### src/rtl/pipe_hazard_ctrl.sv
// Purpose: central hazard controller producing per-stage stall/flush and PC hold/redirect for the LC-3b pipeline.
// Latency: controls are combinational from inputs and registered state (zero-cycle decision); state and counter update on clk.
// Backpressure: cache waits hold the PC (and the whole pipe for data-cache waits); redirects squash younger slots instead of stalling.
module pipe_hazard_ctrl #(
    parameter int CNT_W = 16
) (
    input  logic             clk,
    input  logic             rst_n,
    input  logic             icache_req,
    input  logic             icache_resp,
    input  logic             dcache_req,
    input  logic             dcache_resp,
    input  logic             ex_is_load,
    input  logic [2:0]       ex_dr,
    input  logic [2:0]       id_sr1,
    input  logic [2:0]       id_sr2,
    input  logic             id_sr1_used,
    input  logic             id_sr2_used,
    input  logic             mem_br_taken,
    input  logic             perf_clear,
    output logic             pc_stall,
    output logic             load_pc_target,
    output logic             stall_if_id,
    output logic             stall_id_ex,
    output logic             stall_ex_mem,
    output logic             stall_mem_wb,
    output logic             flush_if_id,
    output logic             flush_id_ex,
    output logic             flush_ex_mem,
    output logic [CNT_W-1:0] stall_count
);

    // DISCARD means a fetch issued before a redirect is still in flight and
    // its response must be dropped rather than decoded.
    typedef enum logic {
        RUN     = 1'b0,
        DISCARD = 1'b1
    } state_t;

    localparam logic [CNT_W-1:0] CNT_MAX = {CNT_W{1'b1}};

    state_t state;
    state_t state_nxt;

    logic dmem_wait;
    logic imem_wait;
    logic sr1_hit;
    logic sr2_hit;
    logic load_use;

    // Hazard source decode.
    always_comb begin
        dmem_wait = dcache_req & ~dcache_resp;
        imem_wait = icache_req & ~icache_resp;
        sr1_hit   = id_sr1_used & (id_sr1 == ex_dr);
        sr2_hit   = id_sr2_used & (id_sr2 == ex_dr);
        load_use  = ex_is_load & (sr1_hit | sr2_hit);
    end

    // Prioritised control decode and discard-tracking next state.
    always_comb begin
        pc_stall       = 1'b0;
        load_pc_target = 1'b0;
        stall_if_id    = 1'b0;
        stall_id_ex    = 1'b0;
        stall_ex_mem   = 1'b0;
        stall_mem_wb   = 1'b0;
        flush_if_id    = 1'b0;
        flush_id_ex    = 1'b0;
        flush_ex_mem   = 1'b0;
        state_nxt      = state;

        // A stale fetch response retires the discard whatever case wins,
        // including while the data cache is holding the whole pipe.
        if ((state == DISCARD) && icache_resp) begin
            state_nxt = RUN;
        end

        if (dmem_wait) begin
            // Freeze everything; a pending redirect waits for the completing cycle.
            pc_stall     = 1'b1;
            stall_if_id  = 1'b1;
            stall_id_ex  = 1'b1;
            stall_ex_mem = 1'b1;
            stall_mem_wb = 1'b1;
        end else if (mem_br_taken) begin
            load_pc_target = 1'b1;
            flush_if_id    = 1'b1;
            flush_id_ex    = 1'b1;
            flush_ex_mem   = 1'b1;
            if (imem_wait) begin
                state_nxt = DISCARD;
            end
        end else if (imem_wait || (state == DISCARD)) begin
            // Bubble into decode while older instructions keep draining.
            pc_stall    = 1'b1;
            flush_if_id = 1'b1;
        end else if (load_use) begin
            pc_stall    = 1'b1;
            stall_if_id = 1'b1;
            flush_id_ex = 1'b1;
        end
    end

    // Discard-tracking state register.
    always_ff @(posedge clk or negedge rst_n) begin
        if (!rst_n) begin
            state <= RUN;
        end else begin
            state <= state_nxt;
        end
    end

    // Saturating count of PC-hold cycles; clear wins over increment.
    always_ff @(posedge clk or negedge rst_n) begin
        if (!rst_n) begin
            stall_count <= '0;
        end else if (perf_clear) begin
            stall_count <= '0;
        end else if (pc_stall && (stall_count != CNT_MAX)) begin
            stall_count <= stall_count + CNT_W'(1);
        end
    end

endmodule
### config.mk
export PLATFORM = sky130hd
export DESIGN_NAME = pipe_hazard_ctrl
export DESIGN_NICKNAME = d
export VERILOG_FILES = /design/src/rtl/pipe_hazard_ctrl.sv
export SDC_FILE = /design/constraint.sdc
export NUM_CORES = 1
export LEC_CHECK = 0
export ABC_AREA = 0
export BUFFER_PORTS_ARGS = -buffer_cell sky130_fd_sc_hd__buf_2
export CAP_MARGIN = 20
export CORE_ASPECT_RATIO = 0.75
export CORE_UTILIZATION = 40
export DETAILED_ROUTE_END_ITERATION = 7
export GPL_TIMING_DRIVEN = 0
export PLACE_DENSITY = 0.67
export SLEW_MARGIN = 20
export SYNTH_ARGS = -nofsm -noshare
export SYNTH_HDL_FRONTEND = slang
export SYNTH_SLANG_ARGS = --single-unit
### constraint.sdc
create_clock -name clk -period 2.6 [get_ports clk]
set_input_delay 0.13 -clock clk [delete_from_list [all_inputs] [get_ports clk]]
set_output_delay 0.13 -clock clk [all_outputs]
set_load 0.1 [all_outputs]
After elaboration in Yosys (flattened, before gate mapping). Index checks and enable logic that the tools add are counted.

$add $sub $neg: 1. Eq/ne operators: 3. Multiplexer cells: 21. Bitwise logic cells: 8. Reductions and logical operators: 4.

Operators with widths (count): two-way mux 16 bit (2); two-way mux 1 bit (19); adder 16 x 1 -> 16 bit, second input constant (1); inequality test 16 bit, second input constant (1); == test 3 bit (2); bitwise AND 1 bit (5); logical AND 1 bit (2); NOT 1 bit (2); nonzero test 2 bit (1); logical OR 1 bit (1); bitwise OR 1 bit (1).

Bits in registers: 17. Input port bits: 20. Output and inout port bits: 25. Logic and storage cells: 39.

Depth between registers and ports, before layout. Gate-level depths: netlist of the first run.

Depth after elaboration: 11. Mapped depth: 7. Depth with buffers taken out: 6.

Worst setup path before layout of the first run. Ideal clock, no wire load.

Kind: in2out. Start point: in dcache_resp. End point: out stall_if_id. Data arrival time: 3.516 ns. Data required time: 2.470 ns. Path slack: -1.046 ns. Stages on the path: 4. Path buffers: 0. Path through: nand2b_4 > inv_1 > a31oi_1 > a21oi_1.

Longest elaborated chain between the ends: 3.

Ends and longest elaborated chain: start, declared (RTL line 12) `input logic dcache_resp,`; NOT 1 bit (RTL line 53) `dmem_wait = dcache_req & ~dcache_resp;`; bitwise AND 1 bit (RTL line 53); two-way mux 1 bit (RTL line 79) `if (dmem_wait) begin`; end, declared (RTL line 23) `output logic stall_if_id,`.

No other way between the ends.

Worst setup path in the final report of the first run.
Start point: reg state. End point: out pc_stall.

Longest elaborated chain between the ends: 4.

Ends and longest elaborated chain: start, declared (RTL line 42) `state_t state;`; start signal, assigned (RTL line 110) `state <= state_nxt;`; logical OR 1 bit (RTL line 94) `end else if (imem_wait || (state == DISCARD)) begin`; two-way mux 1 bit (RTL line 94); two-way mux 1 bit (RTL line 86) `end else if (mem_br_taken) begin`; two-way mux 1 bit (RTL line 79); end, declared (RTL line 21) `output logic pc_stall,`.

No other way between the ends.

==> results summary, run 1 <==
Measured along the y axis, the die boundary spans just over 50 um. The met2 capacity usage during global routing is 33.2%. Among all flip-flop cells after synthesis, the most frequent one is dfrtp_1. The leakage power is ~0.7 nW. The share of total power consumed by net switching came out at 37.3%.

The first-pass GRT wire length is 5110 um. The number of placement rows came out at 17. The HPWL after detailed placement is 2390 um.

The number of nets in the finished design came out at 201. The clock buffer count from CTS came out at 3. Summed over all failing endpoints, the final setup total negative slack is 0 ns. In this run the critical register-to-register path is launched from stall_count[0]$_DFFE_PN0P_. The simple logic cell fraction of the synthesized area came out at 31.6%. Based on the critical path, the design can be clocked at up to 489 MHz. The number of warnings issued by yosys came out at 0. The tool flagged a number of max-cap violations equal to 0. The worst setup path is launched from a flop. The origin of the worst min-delay path is icache_resp.

Summed over all nets, the switching power comes to approximately 0.26 mW. The overall track demand over capacity in global routing is 20.1%. The number of antenna diodes is 0. The synthesized netlist devotes approximately 16% of its cell area to compound gates.

Once placement finished, the instance area stood at 1530 um2. The die area is approximately 3400 um2. The die is 66.6 um wide. The internal power summed over all cells is 0.436 mW. Ranked by total cell area, the synthesized netlist is headed by dfrtp_1 34%, o31ai_1 5.4%, or4_1 5.4%. Once detail routing completed, the nets flagged for antenna violations numbered 0. For this design the ratio of total power to cell area is 438 nW/um2. The fraction of post-synthesis cell area in the top cell type by area came out at 33.9%. The summed area of non-filler cells in the final layout is roughly 1600 um2.

The kind of critical path is reg2out. The highest-utilization routing layer at the global route stage is met2. The average wire per cell in the routed design came out at 13.9 um. In this run the standard cell core region covers 2960 um2. VDD sags by at most 0.000281 V.

The number of hold violations in the final report is 0. Routability-driven placement finished with a final weighted congestion of 0.745. In this run the tightest slew margin relative to its limit is 67.5%. The routed design has 3010 um of wire. The end of the worst register-to-register path is stall_count[5]$_DFFE_PN0P_. The number of unique standard cell types used by synthesis is 39. The met3 demand-to-capacity share in global routing is 4.55%. The sequential fraction of design power came out at 39.3%. The number of antenna violations at the first check in global routing came to 0. The clock share of power is 28.1%. The number of pins with negative max-slew slack in the final report came out at 0. The cell at the slowest stage of the critical path is dfrtp_1.

The run finished with clean final reports. Once the floorplan was initialized, standard cells occupied 42.4% of the core. The H-tree level count came out at 1. The library cell used most frequently in the layout, excluding fill and tap cells, is buf_2. Sequential cells were found to cover between 30% and 40% of the synthesized design area. The count of input and output buffers came out at 44. After synthesis, the share of cell area in mux cells is 5.59%.

The largest clock skew in the final design is 0.00361 ns. Compared with the post-synthesis result, the final layout area differs by 26.7%. At the pin with the least slew margin, the transition time is between 0.4 and 0.5 ns. The number of global-route vias before repair is 1132. The class of the tightest hold or removal check is in2reg. The post-synthesis register bit count came out at 17. The vias per cell came out at 5.61. During I/O placement, the number of pins put on the boundary was 45. The count of cells along the worst register-to-register path is 7. The overall overflow remaining after global route came out at 0. The main combinational cell family by area after synthesis is simple AND/OR/NAND/NOR gates.

The data required time of the worst path came out at 2.47 ns. The worst setup slack for register-to-register paths came out at 0.60 ns. TritonCTS built the clock tree. The fraction of the mapped netlist area in adder cells came out at 0.998%. The global routing met1 resource utilization is 26.3%.

The worst setup path is captured at a primary output. The cell type with the largest total area after synthesis is dfrtp_1. The iteration count of the initial detailed-routing pass is 4. The number of setup buffers added after CTS is 0. The clock passes through at most 2 buffers. The maximum net fanout on the critical path is 10. The combinational cell fraction of total power came out at 32.6%. The number of DRC markers in iteration 0 came out at 74. The worst path uses 78.7% of the clock period. The count of cells along the worst hold path came out at 2. Counting flops with an async set or reset pin after synthesis yields a share of 100%. The via count of the routed design came out at between 1000 and 1500.

The critical path goes through inv_1 > nand3_1 > a211oi_4 > buf_6 > buf_8 > nor2_2 > buf_2. The count of mapped cells out of synthesis came out at 130. For the worst setup path, the data arrival time is 1.92 ns. The clock latency of the later-clocked register in the worst-skew pair came out at around 0.25 ns. The top cell types in the final layout, fill and taps aside, are 44 x buf_2, 17 x dfrtp_1, 10 x a21oi_1.

The cell sitting at the root of the clock tree is a clkbuf_8. The synthesized area divided by synthesized cell count came out at 9.64 um2. The largest net degree at the start of global routing is 18.

After layout, the minimum clock period comes to 2.05 ns. For this run, the slowest stage of the critical path takes 0.38 ns. After clock tree synthesis, the clock-pin slew on the worst setup and hold paths is 0.06 ns.

Cells with a size suffix above 1 make up around 40% of the layout. The synthesized netlist occupies a cell area of 1250 um2. The synthesized design contains 0 enable-type register cells.

Setup repair after global routing left no endpoint under its margin. The post-synth net total came out at 151. The clock net sink count is 17.

The worst min-delay path endpoint is state$_DFF_PN0_. After detailed routing, the number of remaining DRC violations is 0. Setup violations remaining at the end of the flow were counted as 0.

The synthesized netlist devotes 4.19% of its cell area to XOR and XNOR gates.
-- worst max path at each step --
stage | start | end | slack, ns | cells past startpoint
3_3_place_gp | stall_count[0]$_DFFE_PN0P_ | stall_count[5]$_DFFE_PN0P_ | 0.65 | 7
4_1_cts | state$_DFF_PN0_ | pc_stall | 0.56 | 7
5_1_grt | state$_DFF_PN0_ | pc_stall | 0.43 | 7
3_5_place_dp | stall_count[0]$_DFFE_PN0P_ | stall_count[4]$_DFFE_PN0P_ | 0.61 | 7
2_1_floorplan | dcache_resp | stall_if_id | 0.01 | 4
6_report | state$_DFF_PN0_ | pc_stall | 0.55 | 7
-- worst max-delay path, delay by kind of cell (launching register included) --
family          cells  cell delay (ns)
compound gates      1             0.38
buf+inv             4             0.73
flops               1             0.38
simple gates        2             0.16
-- per-stage QoR --
stage / utilization [%] / setup slack (ns) / hold slack (ns) / power, mW / instances
after detailed placement: 51.9 / 0.610 / 0.0790 / 0.505 / 212
after floorplan: - / 0.0104 / -0.166 / 0.452 / 130
after global routing: 53.7 / 0.429 / 0.0387 / 0.728 / 217
after global placement: 51.9 / 0.655 / 0.0766 / 0.500 / 212
after CTS: 53.7 / 0.560 / 0.0285 / 0.701 / 217
final: 53.7 / 0.555 / 0.0310 / 0.695 / 217
-- final cells by class --
class | count | area, um2
fillers | 279 | 1370
plain buffers | 8 | 71.3
well taps | 38 | 47.5
repair buffers | 45 | 230
multi-input cells | 100 | 751
inverters | 5 | 18.8
flip-flops and latches | 17 | 425
clock buffers | 4 | 45.0
-- power groups by stage --
stage	Sequential [mW]	Clock, mW	Combinational [mW]
after floorplan	0.302	0	0.150
after global placement	0.278	0	0.222
after detailed placement	0.278	0	0.226
after CTS	0.273	0.199	0.228
after global routing	0.273	0.213	0.242
final	0.273	0.195	0.227
-- metal layers --
metal	up-vias	wire, um	part of all wire (%)
met5	-	0	0
met4	0	22	0.73
met3	2	200	6.6
met2	49	1490	49
met1	579	1300	43
li1	588	-	-
-- cell families after synthesis --
group,count (synthesis)
simple gates,59
flops,17
xor+xnor,6
fa+ha+maj,1
buf+inv,13
compound gates,29
mux,5
-- sequential cells by signal, summed over array words and instances (netlist names) --
signal,count
stall_count,16
state,1
-- cell usage after synthesis (2+ instances only) --
master    number
nand2_1        6
nor2b_1        3
a21oi_1       11
or4_1          9
dfrtp_1       17
buf_8          2
xnor2_1        6
o21ai_0        3
nor4_1         2
nor4_2         2
nand2b_1       4
nor2_1         9
and4_1         3
clkbuf_1       2
nand3_1        8
nand4_1        4
buf_4          3
inv_1          4
o31ai_1        9
mux2_4         4
-- what timing repair did --
| item | in CTS | in global routing |
|---|---|---|
| endpoints found under the hold margin | 17 | 0 |
| hold buffers | 1 | 0 |
| resized for setup | 0 | 0 |
(Power assumes the default switching activity.)
==> run 2, diff against run 1 <==
==> constraint.sdc (replaced) <==
create_clock -name clk -period 1.97 [get_ports clk]
set_input_delay 0.0985 -clock clk [delete_from_list [all_inputs] [get_ports clk]]
set_output_delay 0.0985 -clock clk [all_outputs]
set_load 0.1 [all_outputs]
==> results summary, run 2 (same netlist as run 1, synthesis figures left out) <==
The die width came out at 66.6 um (unchanged). The number of pins with negative max-slew slack in the final report came out at 0 (unchanged). The via count of the routed design is 1195 (was 1218). The transition time at the pin with the least slew margin is 0.527 ns (was 0.490 ns).

The final weighted congestion of routability-driven global placement is 0.802 (was 0.745). The maximum net fanout on the critical path came out at 10 (unchanged). The clock tree from TritonCTS was yes (unchanged).

The H-tree level count came out at 1 (unchanged). The leakage power is 0.703 nW (was 0.697 nW). The count of input and output buffers is 44 (unchanged). The area inside the core boundary came out at 2960 um2 (unchanged). The final period demand of the worst path is 1.85 ns. The largest net degree at the start of global routing is 18 (unchanged).

Critical Path, Cell by Cell: ha_4 > nand3_2 > or3_4 > o21ai_4 > buf_8 > nor4b_2 > mux2_4 (was inv_1 > nand3_1 > a211oi_4 > buf_6 > buf_8 > nor2_2 > buf_2). The cell at the slowest stage of the critical path is dfrtp_4 (was dfrtp_1). The largest register by flop count is stall_count (unchanged). The arrival time of data at the critical path endpoint came out at 2.00 ns (was 1.92 ns). Commonest non-fill, non-tap cells in the layout: 43 x buf_2, 10 x a21oi_1, 9 x o31ai_1, 9 x or4_1, 9 x dfrtp_4 (was 44 x buf_2, 17 x dfrtp_1, 10 x a21oi_1). The clock net sink count came to 17 (unchanged). The top achievable clock speed is 540 MHz. The most common cell after layout, fill and taps aside was buf_2 (unchanged). The number of DRC markers in iteration 0 is 95 (was 74). The peak per-stage delay on the critical path was 0.45 ns (was 0.38 ns). The first-pass GRT wire length came to 5030 um (was 5110 um). The clock root buffer was clkbuf_8 (unchanged). The count of antenna-violating nets left after detailed routing is 0 (unchanged). The number of antenna violations at the first check in global routing came to 0 (unchanged). The kind of capture point of the worst setup path is a flop (was primary output).

The peak ir drop on the vdd network is 0.000398 V (was 0.000281 V). The die height came to 50.5 um (unchanged). Leading registers by flop count: stall_count x16, state x1 (unchanged). The proportion of layout cells with a drive suffix above 1 came out at 52.5% (was 40.2%). The number of flip-flops under the largest register name came out at 16 (unchanged). The number of top-level design ports came out at 45 (unchanged). The combined buffer and inverter count along the critical path is 1 (was 4).

The overall track demand over capacity in global routing is 19.6% (was 20.1%). The area growth from synthesis to layout came out at 36.5% (was 26.7%). The critical path launch point type is a flop (unchanged). The maximum count of clock buffers along a single path came out at 2 (unchanged).

The number of antenna diodes is 0 (unchanged). The class of the tightest hold or removal check is in2reg (unchanged). The die area is 3360 um2 (unchanged). The iteration count of the initial detailed-routing pass is 4 (unchanged). The number of placement rows is 17 (unchanged). The number of nets in the finished design was 203 (was 201). The headroom to the max-slew limit is 64.5% (was 67.5%).

The number of global-route vias before repair came out at 1150 (was 1132). The fill cell total of the finished layout came to 270 (was 279). The starting density of the core is 42.4% (unchanged). The clock latency of the later-clocked register in the worst-skew pair is 0.26 ns (was 0.25 ns). The data required time of the worst path was 2.12 ns (was 2.47 ns). The utilization of the core after routing came out at 57.9% (was 53.7%).

The power density of the placed cells came out at 553 nW/um2 (was 438 nW/um2). The overall routed net length was 2880 um (was 3010 um). The overall overflow remaining after global route came to 0 (unchanged). The DRC violations left was 0 (unchanged). The number of hold violations in the final report was 0 (unchanged).

The worst hold slack came out at 0.0979 ns (was 0.0310 ns). The total of endpoints with negative setup slack in the final report came out at 0 (unchanged). The final critical path takes up 94.0% of the cycle. The number of max-cap violations is 0 (unchanged).

The average wire per cell in the routed design is 13.1 um (was 13.9 um). The kind of critical path is reg2reg (was reg2out). The largest clock skew in the final design came out at 0.00279 ns (was 0.00361 ns). The vias per cell came out at 5.46 (was 5.61). The clock-pin transition on the worst setup and hold timing paths came out at 0.07 ns (was 0.06 ns). RSZ-0062 raised after global routing: false (unchanged). The HPWL after detailed placement is 2260 um (was 2390 um). The category of cells accounting for the largest share of critical-path delay is simple AND/OR/NAND/NOR gates (was buffers and inverters). Status: completed (unchanged). The clock buffer count from CTS is 3 (unchanged).
-- run 2: changes by cell type in the layout (fill, tap and decap cells not counted), sizes merged --
cell         delta
buf             +1
dlygate4sd3     +1
-- run 2: path summary, 6_finish.rpt --
| kind | to | slack (ns) | start | cells past startpoint |
|---|---|---|---|---|
| max | stall_count[4]$_DFFE_PN0P_ | 0.12 | stall_count[0]$_DFFE_PN0P_ | 7 |
| min | state$_DFF_PN0_ | 0.1 | icache_req | 3 |
| max reg2reg | stall_count[4]$_DFFE_PN0P_ | 0.12 | stall_count[0]$_DFFE_PN0P_ | 7 |
| min reg2reg | state$_DFF_PN0_ | 0.49 | state$_DFF_PN0_ | 2 |
| max in group asynchronous | stall_count[7]$_DFFE_PN0P_ | 1.35 | rst_n | 2 |
| min in group asynchronous | stall_count[5]$_DFFE_PN0P_ | 0.30 | rst_n | 2 |
-- run 2: timing repair --
item                                    CTS  global route
pin swaps                                 1             0
hold buffers                              2             0
setup buffers                             1             0
resized for setup                         0             5
endpoints found under the setup margin    1             3
hold endpoints to repair                 18             0
-- run 2: stage by stage --
stage | cells | cell area (um2) | power (mW) | setup slack [ns] | setup TNS (ns)
final | 219 | 1710 | 0.947 | 0.117 | 0
after global placement | 212 | 1620 | 0.676 | 0.152 | 0
after detailed placement | 212 | 1620 | 0.681 | 0.130 | 0
after floorplan | 130 | 1350 | 0.612 | -0.0526 | -0.239
after global routing | 219 | 1710 | 0.994 | 0.0396 | 0
after CTS | 219 | 1690 | 0.953 | 0.0176 | 0
-- run 2: metal layers --
| layer | track usage, % | wire length [um] | vias to the layer above |
|---|---|---|---|
| li1 | - | - | 592 |
| met1 | 26.7 | 1430 | 560 |
| met2 | 30.0 | 1270 | 41 |
| met3 | 5.68 | 159 | 2 |
| met4 | 5.32 | 16 | 0 |
| met5 | 0 | 0 | - |
-- run 2: worst min-delay path: stages --
cell,delay [ns]
buf_2,0.09
a21oi_1,0.05
nor2_1,0.07
-- run 2: area by class of cell --
class	count	area, um2	share of cell area, %
Inverter	5	20.0	1.17
Timing Repair Buffer	47	250	14.6
Tap cell	38	47.5	2.78
Sequential cell	17	468	27.3
Clock buffer	4	45.0	2.63
Multi-Input combinational cell	100	810	47.3
Buffer	8	71.3	4.17
-- run 2: power breakdown --
part,switching (mW),internal [mW]
clock network,0.122,0.144
logic,0.228,0.0885
registers,0.00828,0.357
total,0.358,0.590
